**config.mk**
```make
export PLATFORM = sky130hd
export DESIGN_NAME = my_pipe_reg
export DESIGN_NICKNAME = d
export VERILOG_FILES = /design/src/rtl/my_pipe_reg.sv
export SDC_FILE = /design/constraint.sdc
export NUM_CORES = 1
export LEC_CHECK = 0
export ABC_AREA = 1
export CAP_MARGIN = 20
export CELL_PAD_IN_SITES_DETAIL_PLACEMENT = 0
export CELL_PAD_IN_SITES_GLOBAL_PLACEMENT = 2
export CORE_MARGIN = 2
export CORE_UTILIZATION = 34
export CTS_CLUSTER_DIAMETER = 40
export DETAILED_ROUTE_END_ITERATION = 12
export PLACE_DENSITY_LB_ADDON = 0.1
export REMOVE_ABC_BUFFERS = 1
export SKIP_LAST_GASP = 1
export SYNTH_ARGS = -nofsm -noshare
export SYNTH_HDL_FRONTEND = slang
export SYNTH_SLANG_ARGS = --single-unit
```
**constraint.sdc**
```tcl
create_clock -name i_clk -period 3.1 [get_ports i_clk]
set_input_delay 0.31 -clock i_clk [delete_from_list [all_inputs] [get_ports i_clk]]
set_output_delay 0.31 -clock i_clk [all_outputs]
set_load 0.01 [all_outputs]
```
**src/rtl/my_pipe_reg.sv**
```systemverilog
// N-stage valid/ready pipeline register with bubble collapse and synchronous flush.
// Each stage moves forward whenever the stage ahead is empty or emptying in the same cycle.
module my_pipe_reg #(
    parameter int unsigned DATA_WIDTH = 24,
    parameter int unsigned DEPTH      = 2,
    parameter int unsigned CNT_W      = $clog2(DEPTH + 1)
) (
    input  logic                  i_clk,
    input  logic                  i_srst_n,
    input  logic                  i_flush,
    input  logic                  i_in_valid,
    output logic                  o_in_ready,
    input  logic [DATA_WIDTH-1:0] i_din,
    output logic                  o_out_valid,
    input  logic                  i_out_ready,
    output logic [DATA_WIDTH-1:0] o_dout,
    output logic [CNT_W-1:0]      o_count
);

    logic [DEPTH-1:0]      r_valid;
    logic [DATA_WIDTH-1:0] r_data [DEPTH];
    logic [DEPTH-1:0]      w_adv;
    logic [DEPTH-1:0]      w_valid_d;
    logic                  w_in_fire;
    logic [CNT_W-1:0]      w_count;

    // Ready ripples from the output stage back towards stage 0.
    always_comb begin : adv_chain
        logic w_room;
        w_adv  = '0;
        w_room = i_out_ready & ~i_flush;
        for (int k = DEPTH - 1; k >= 0; k--) begin
            w_adv[k] = r_valid[k] & w_room;
            w_room   = ~r_valid[k] | w_adv[k];
        end
    end

    assign o_in_ready = ~i_flush & (~r_valid[0] | w_adv[0]);
    assign w_in_fire  = i_in_valid & o_in_ready;

    always_comb begin
        w_valid_d    = r_valid;
        w_valid_d[0] = w_in_fire | (r_valid[0] & ~w_adv[0]);
        for (int k = 1; k < DEPTH; k++) begin
            w_valid_d[k] = w_adv[k-1] | (r_valid[k] & ~w_adv[k]);
        end
        if (i_flush) begin
            w_valid_d = '0;
        end
    end

    // Lower stages may still see adv during a flush; their data must stay put.
    always_ff @(posedge i_clk) begin
        if (!i_srst_n) begin
            r_valid <= '0;
            for (int k = 0; k < DEPTH; k++) begin
                r_data[k] <= '0;
            end
        end else begin
            r_valid <= w_valid_d;
            if (w_in_fire) begin
                r_data[0] <= i_din;
            end
            for (int k = 1; k < DEPTH; k++) begin
                if (w_adv[k-1] && !i_flush) begin
                    r_data[k] <= r_data[k-1];
                end
            end
        end
    end

    always_comb begin
        w_count = '0;
        for (int k = 0; k < DEPTH; k++) begin
            w_count = w_count + CNT_W'(r_valid[k]);
        end
    end

    assign o_out_valid = r_valid[DEPTH-1] & ~i_flush;
    assign o_dout      = r_data[DEPTH-1];
    assign o_count     = w_count;

endmodule
```
==> metrics.txt, run 1 <==
status finished clean; CTS sink count 50; reg2reg end r_data[0][28]$_SDFFCE_PN0P_; setup TNS 0 ps; crit-path max cell delay 570 ps; FMAX 0.4982 GHz; H-tree depth 2; Synth Area per Inst 11.62 sq um; Cell Chain, Critical Path clkdlybuf4s50_1 -> inv_2 -> nand2_1 -> a31oi_1 -> clkdlybuf4s50_1; Initial DRT Pass Iterations 4; crit-path leading delay family buffers and inverters; IO buf count 56; Worst path depth 5; IO Count 57; layout cells sized above 1 15.25%; Resized cells post-CTS 0; hold crit path type reg2reg; vias in the first global route 1,309; WL final 3864 microns; critical path's slowest cell clkdlybuf4s50_1; Filler cells 647; initial drt markers 37; Max clock buf depth 2; ANT nets after route 0; vias per cell 4.367; Buf/Inv on CP 3; die span in y 86.69 microns; Synth Instances 200; Core ar. 6719 sq um; CTS tree yes; CP most frequent cell clkdlybuf4s50_1; Synth Register Bits 50; gr usage total 10.88%; Total Power 1.321 mW; relative slew slack 76.43%; total CTS buffers 5; Worst EP required 2790 ps; root buf cell clkbuf_8; largest net degree at the start of global routing 27; Startpoint Class input pin; routed len/inst 12.23 microns; antenna violations before repair 0; post-synthesis sequential area ratio 63.72%; Nets 265; DRC 0; Initial Util 34.60%; Leakage 1.132 nW; Reg clk slew, reported paths 90 ps; count of warnings emitted by yosys 0; DIE AREA 7515 sq um; Setup violations, final 0; vias 1,380; Worst VDD drop 0.1733 mV; global-route wire length before repair 6203 microns; fin crit share 64.75%; Setup Buffers After CTS 0; Final Skew 11.25 ps; CP Data Arrival Time 1700 ps; RSZ-0062 raised after global routing false; total congestion overflow 0; Diodes inserted 0; post-DP HPWL 2481 microns; CP Class in2out; worst slew pin tran 353.6 ps; crit path max fanout 4; Die Span X 86.69 microns; num rows 30; Synth cell types 15; minimum clock period 2007 ps; Clock Latency Late Sink 300 ps; area grow syn2layout 23.52%; Final Hold Viols 0; Post-Syn Area 2325 sq um; setup slack, reg-to-reg 1710 ps; maxcap violations 0; RR Startpoint r_valid[0]$_SDFF_PP0_; FF-to-FF path depth 4; PwrDens 460.2 nW/um^2; Final Slew Violations 0; Critical Path Sink o_in_ready; crit end category primary output; Hold-fix buffers, CTS 0; crit path launch i_flush; Placer Congestion 0.7120
-- Yosys cell counts --
| library cell | number | area share, % |
|---|---|---|
| nand3_1 | 2 | 0.43 |
| a21oi_1 | 30 | 6.5 |
| buf_2 | 5 | 1.1 |
| nand2_1 | 5 | 0.81 |
| inv_1 | 53 | 8.6 |
| a31oi_1 | 1 | 0.27 |
| a21oi_2 | 20 | 7.5 |
| nand4_1 | 1 | 0.27 |
| dfxtp_1 | 2 | 1.7 |
| nor2_1 | 2 | 0.32 |
| buf_4 | 26 | 8.4 |
| ha_1 | 1 | 0.54 |
| buf_6 | 3 | 1.5 |
| edfxtp_1 | 48 | 62 |
| inv_2 | 1 | 0.16 |
-- cells by family after synthesis --
group	Yosys count	synth area share, %
buf+inv	88	19.64
compound gates	51	14.26
fa+ha+maj	1	0.5381
simple gates	10	1.830
flops	50	63.72
-- power breakdown --
part / internal, mW / leakage [nW] / total [mW] / switching [mW]
Combinational: 0.0784 / 0.567 / 0.147 / 0.0690
Clock: 0.159 / 0.0441 / 0.381 / 0.222
Sequential: 0.783 / 0.521 / 0.793 / 0.0109
Total: 1.02 / 1.13 / 1.32 / 0.301
-- layout make-up --
cell class / instances / area [sq um] / share of cell area [%]
timing repair buffer: 62 / 605.6 / 21.09
clock buffer: 5 / 68.82 / 2.397
clock inverter: 3 / 21.27 / 0.7407
sequential: 50 / 1481 / 51.59
multi-input combinational: 62 / 391.6 / 13.64
tap: 80 / 100.1 / 3.486
inverter: 54 / 202.7 / 7.059
-- placed cells by master (no fill, tap or decap), drive strengths merged, types with 2 or more instances in the layout --
cell / instances
clkinv: 2
buf: 6
nand2: 5
dfxtp: 2
clkdlybuf4s50: 56
a21oi: 50
nand3: 2
nor2: 2
inv: 54
clkbuf: 5
edfxtp: 48
-- worst register-to-register path: cells and delay by family, from the launching register on --
kind	cells	cell delay, ps
AND/OR/NAND/NOR	2	230
buffers and inverters	1	330
AO/OA/AOI/OAI	1	150
flip-flops	1	430
-- how the worst min path moves through the flow --
stage	startpoint	endpoint	slack, ps	cells after the start
floorplan	i_in_valid	r_valid[0]$_SDFF_PP0_	440	2
global placement	r_valid[0]$_SDFF_PP0_	r_valid[1]$_SDFF_PP0_	500	2
detailed placement	r_valid[0]$_SDFF_PP0_	r_valid[1]$_SDFF_PP0_	520	2
CTS	r_valid[0]$_SDFF_PP0_	r_valid[1]$_SDFF_PP0_	530	2
global route	r_valid[0]$_SDFF_PP0_	r_valid[1]$_SDFF_PP0_	570	2
finish	r_valid[0]$_SDFF_PP0_	r_valid[1]$_SDFF_PP0_	530	2
-- layer usage --
layer  routed length, microns  share of wire [%]  GRT usage, %  vias up
li1                         -                  -             -      688
met1                     1735                 45         13.64      648
met2                     1829                 47         17.48       39
met3                      238                6.2         3.810        5
met4                       61                1.6         3.835        0
met5                        0                  0             0        -
-- sequential cells by signal (all words and copies together) (netlist names) --
name and cells:
r_valid 2, r_data 48
-- metrics by stage --
stage	instances	hold slack (ps)	cell area [sq um]	setup WS [ps]	utilization [%]
6_report	316	528.4	2872	1093	42.74
5_1_grt	316	573.3	2872	1032	42.74
4_1_cts	316	534.2	2872	1094	42.74
3_5_place_dp	308	524.2	2781	1097	41.40
3_3_place_gp	308	504.7	2781	1120	41.40
2_1_floorplan	166	440.5	2071	-77.10	-
No activity file was read; power rests on OpenSTA's default activity.
==> run 2: changes to the inputs <==
Settings changed: CORE_UTILIZATION 34 to 31.
Clock period 3.1 ns to 1.95 ns, I/O delays scaled along.
==> metrics.txt, run 2 (same netlist as run 1, synthesis figures left out) <==
Inst Count DP 326; crit end category primary output; critical path's slowest cell clkdlybuf4s50_1; Hold-fix buffers, CTS 0; global-route wire length before repair 6403 microns; status finished clean; Total Power 2.101 mW; Placer Congestion 0.6565; Cell Chain, Critical Path clkdlybuf4s50_1 -> inv_2 -> nand2_1 -> a31oi_1 -> clkdlybuf4s50_1; num rows 31; Core ar. 7253 sq um; largest reg by FF count r_data; Worst VDD drop 0.2322 mV; Initial Util 32.05%; Diodes inserted 0; relative slew slack 81.31%; Filler cells 700; Final Slew Violations 0; worst hold start i_in_valid; vias per cell 4.087; fin crit share 91.74%; die span in y 90.60 microns; IO buf count 56; Max clock buf depth 2; Post-Place Worst Slack 150.5 ps; Final Skew 7.098 ps; crit-path leading delay family buffers and inverters; FMAX 0.5590 GHz; leading cell type in the layout, fill and taps excluded clkdlybuf4s50_1; Nets 264; CP Class in2out; max reg flops 48; minimum clock period 1789 ps; crit path max fanout 4; Finished Layout Cells 334; antenna violations before repair 0; CTS sink count 50; setup slack, reg-to-reg 640 ps; Clock Latency Late Sink 300 ps; total CTS buffers 5; DIE AREA 8207 sq um; DRC 0; H-tree depth 2; Startpoint Class input pin; biggest registers after layout r_data (48), r_valid (2); vias 1,365; FF-to-FF path depth 4; Die Span X 90.60 microns; most frequent cells in the layout clkdlybuf4s50_1 (56), inv_1 (53), edfxtp_1 (48); hold endpoint r_valid[0]$_SDFF_PP0_; WL final 3951 microns; root buf cell clkbuf_8; Util after Layout 40.62%; Final Hold Viols 0; CP Data Arrival Time 1590 ps; Resized cells post-CTS 0; Buf/Inv on CP 3; Reg clk slew, reported paths 80 ps; worst slew pin tran 280.3 ps; Leakage 1.157 nW; CP most frequent cell clkdlybuf4s50_1; IO Count 57; Setup violations, final 0; reg2reg end r_data[0][21]$_SDFFCE_PN0P_; Setup Buffers After CTS 0; PwrDens 713.1 nW/um^2; setup TNS 0 ps; total congestion overflow 0; post-DP HPWL 2529 microns; area grow syn2layout 26.75%; crit-path max cell delay 570 ps; RR Startpoint r_valid[0]$_SDFF_PP0_; ANT nets after route 0; hold crit path type in2reg; routed len/inst 11.83 microns; gr usage total 9.871%; hold path cells 3; Initial DRT Pass Iterations 4; maxcap violations 0; CTS tree yes; Worst EP required 1750 ps; initial drt markers 63; Final WS setup 161.2 ps; RSZ-0062 raised after global routing false; layout cells sized above 1 14.47%; vias in the first global route 1,327; largest net degree at the start of global routing 49
[run 2: cell types whose count changed in the layout (fill, tap and decap cells not counted)]
cell        change
buf_4           -6
buf_12          +5
clkbuf_1        +1
clkinvlp_4      -1
[run 2: power breakdown]
part | internal [mW] | total (mW) | switching [mW]
sequential | 1.24 | 1.26 | 0.0176
clock | 0.254 | 0.591 | 0.337
combinational | 0.136 | 0.249 | 0.113
[run 2: layer usage]
| metal | GRT usage (%) | share of wire, % | vias up | wire, microns |
|---|---|---|---|---|
| li1 | - | - | 691 | - |
| met1 | 12.15 | 45 | 642 | 1762 |
| met2 | 16.79 | 51 | 29 | 2019 |
| met3 | 3.005 | 3.8 | 3 | 150 |
| met4 | 2.692 | 0.48 | 0 | 19 |
| met5 | 0 | 0 | - | 0 |
[run 2: cell type report]
cell class	count	area [sq um]	share of cell area [%]
repair buffers	61	660.6	22.42
multi-input cells	62	391.6	13.29
inverters	54	202.7	6.879
clock inverters	2	13.76	0.4671
flip-flops and latches	50	1481	50.28
well taps	99	123.9	4.204
clock buffers	6	72.57	2.463
[run 2: worst register-to-register path: cells and delay by family (launching register included)]
kind | cells | cell delay (ps)
AND/OR/NAND/NOR | 2 | 340
buffers and inverters | 1 | 230
flip-flops | 1 | 410
AO/OA/AOI/OAI | 1 | 100
[run 2: worst max path at each step]
stage | start | endpoint | slack, ps | cells past startpoint
after floorplan | r_valid[1]$_SDFF_PP0_ | r_data[0][24]$_SDFFCE_PN0P_ | -1150 | 3
after global placement | i_flush | r_data[0][43]$_SDFFCE_PN0P_ | 200 | 7
after detailed placement | i_flush | o_in_ready | 150 | 5
after CTS | i_flush | o_in_ready | 150 | 5
after global routing | i_flush | o_in_ready | 80 | 5
final | i_flush | o_in_ready | 160 | 5
[run 2: metrics by stage]
step | hold slack [ps] | cell area, sq um
5_1_grt | 507.2 | 2947
3_5_place_dp | 509.9 | 2860
3_3_place_gp | 498.8 | 2860
4_1_cts | 487.7 | 2947
6_report | 505.1 | 2947
2_1_floorplan | 325.5 | 2071
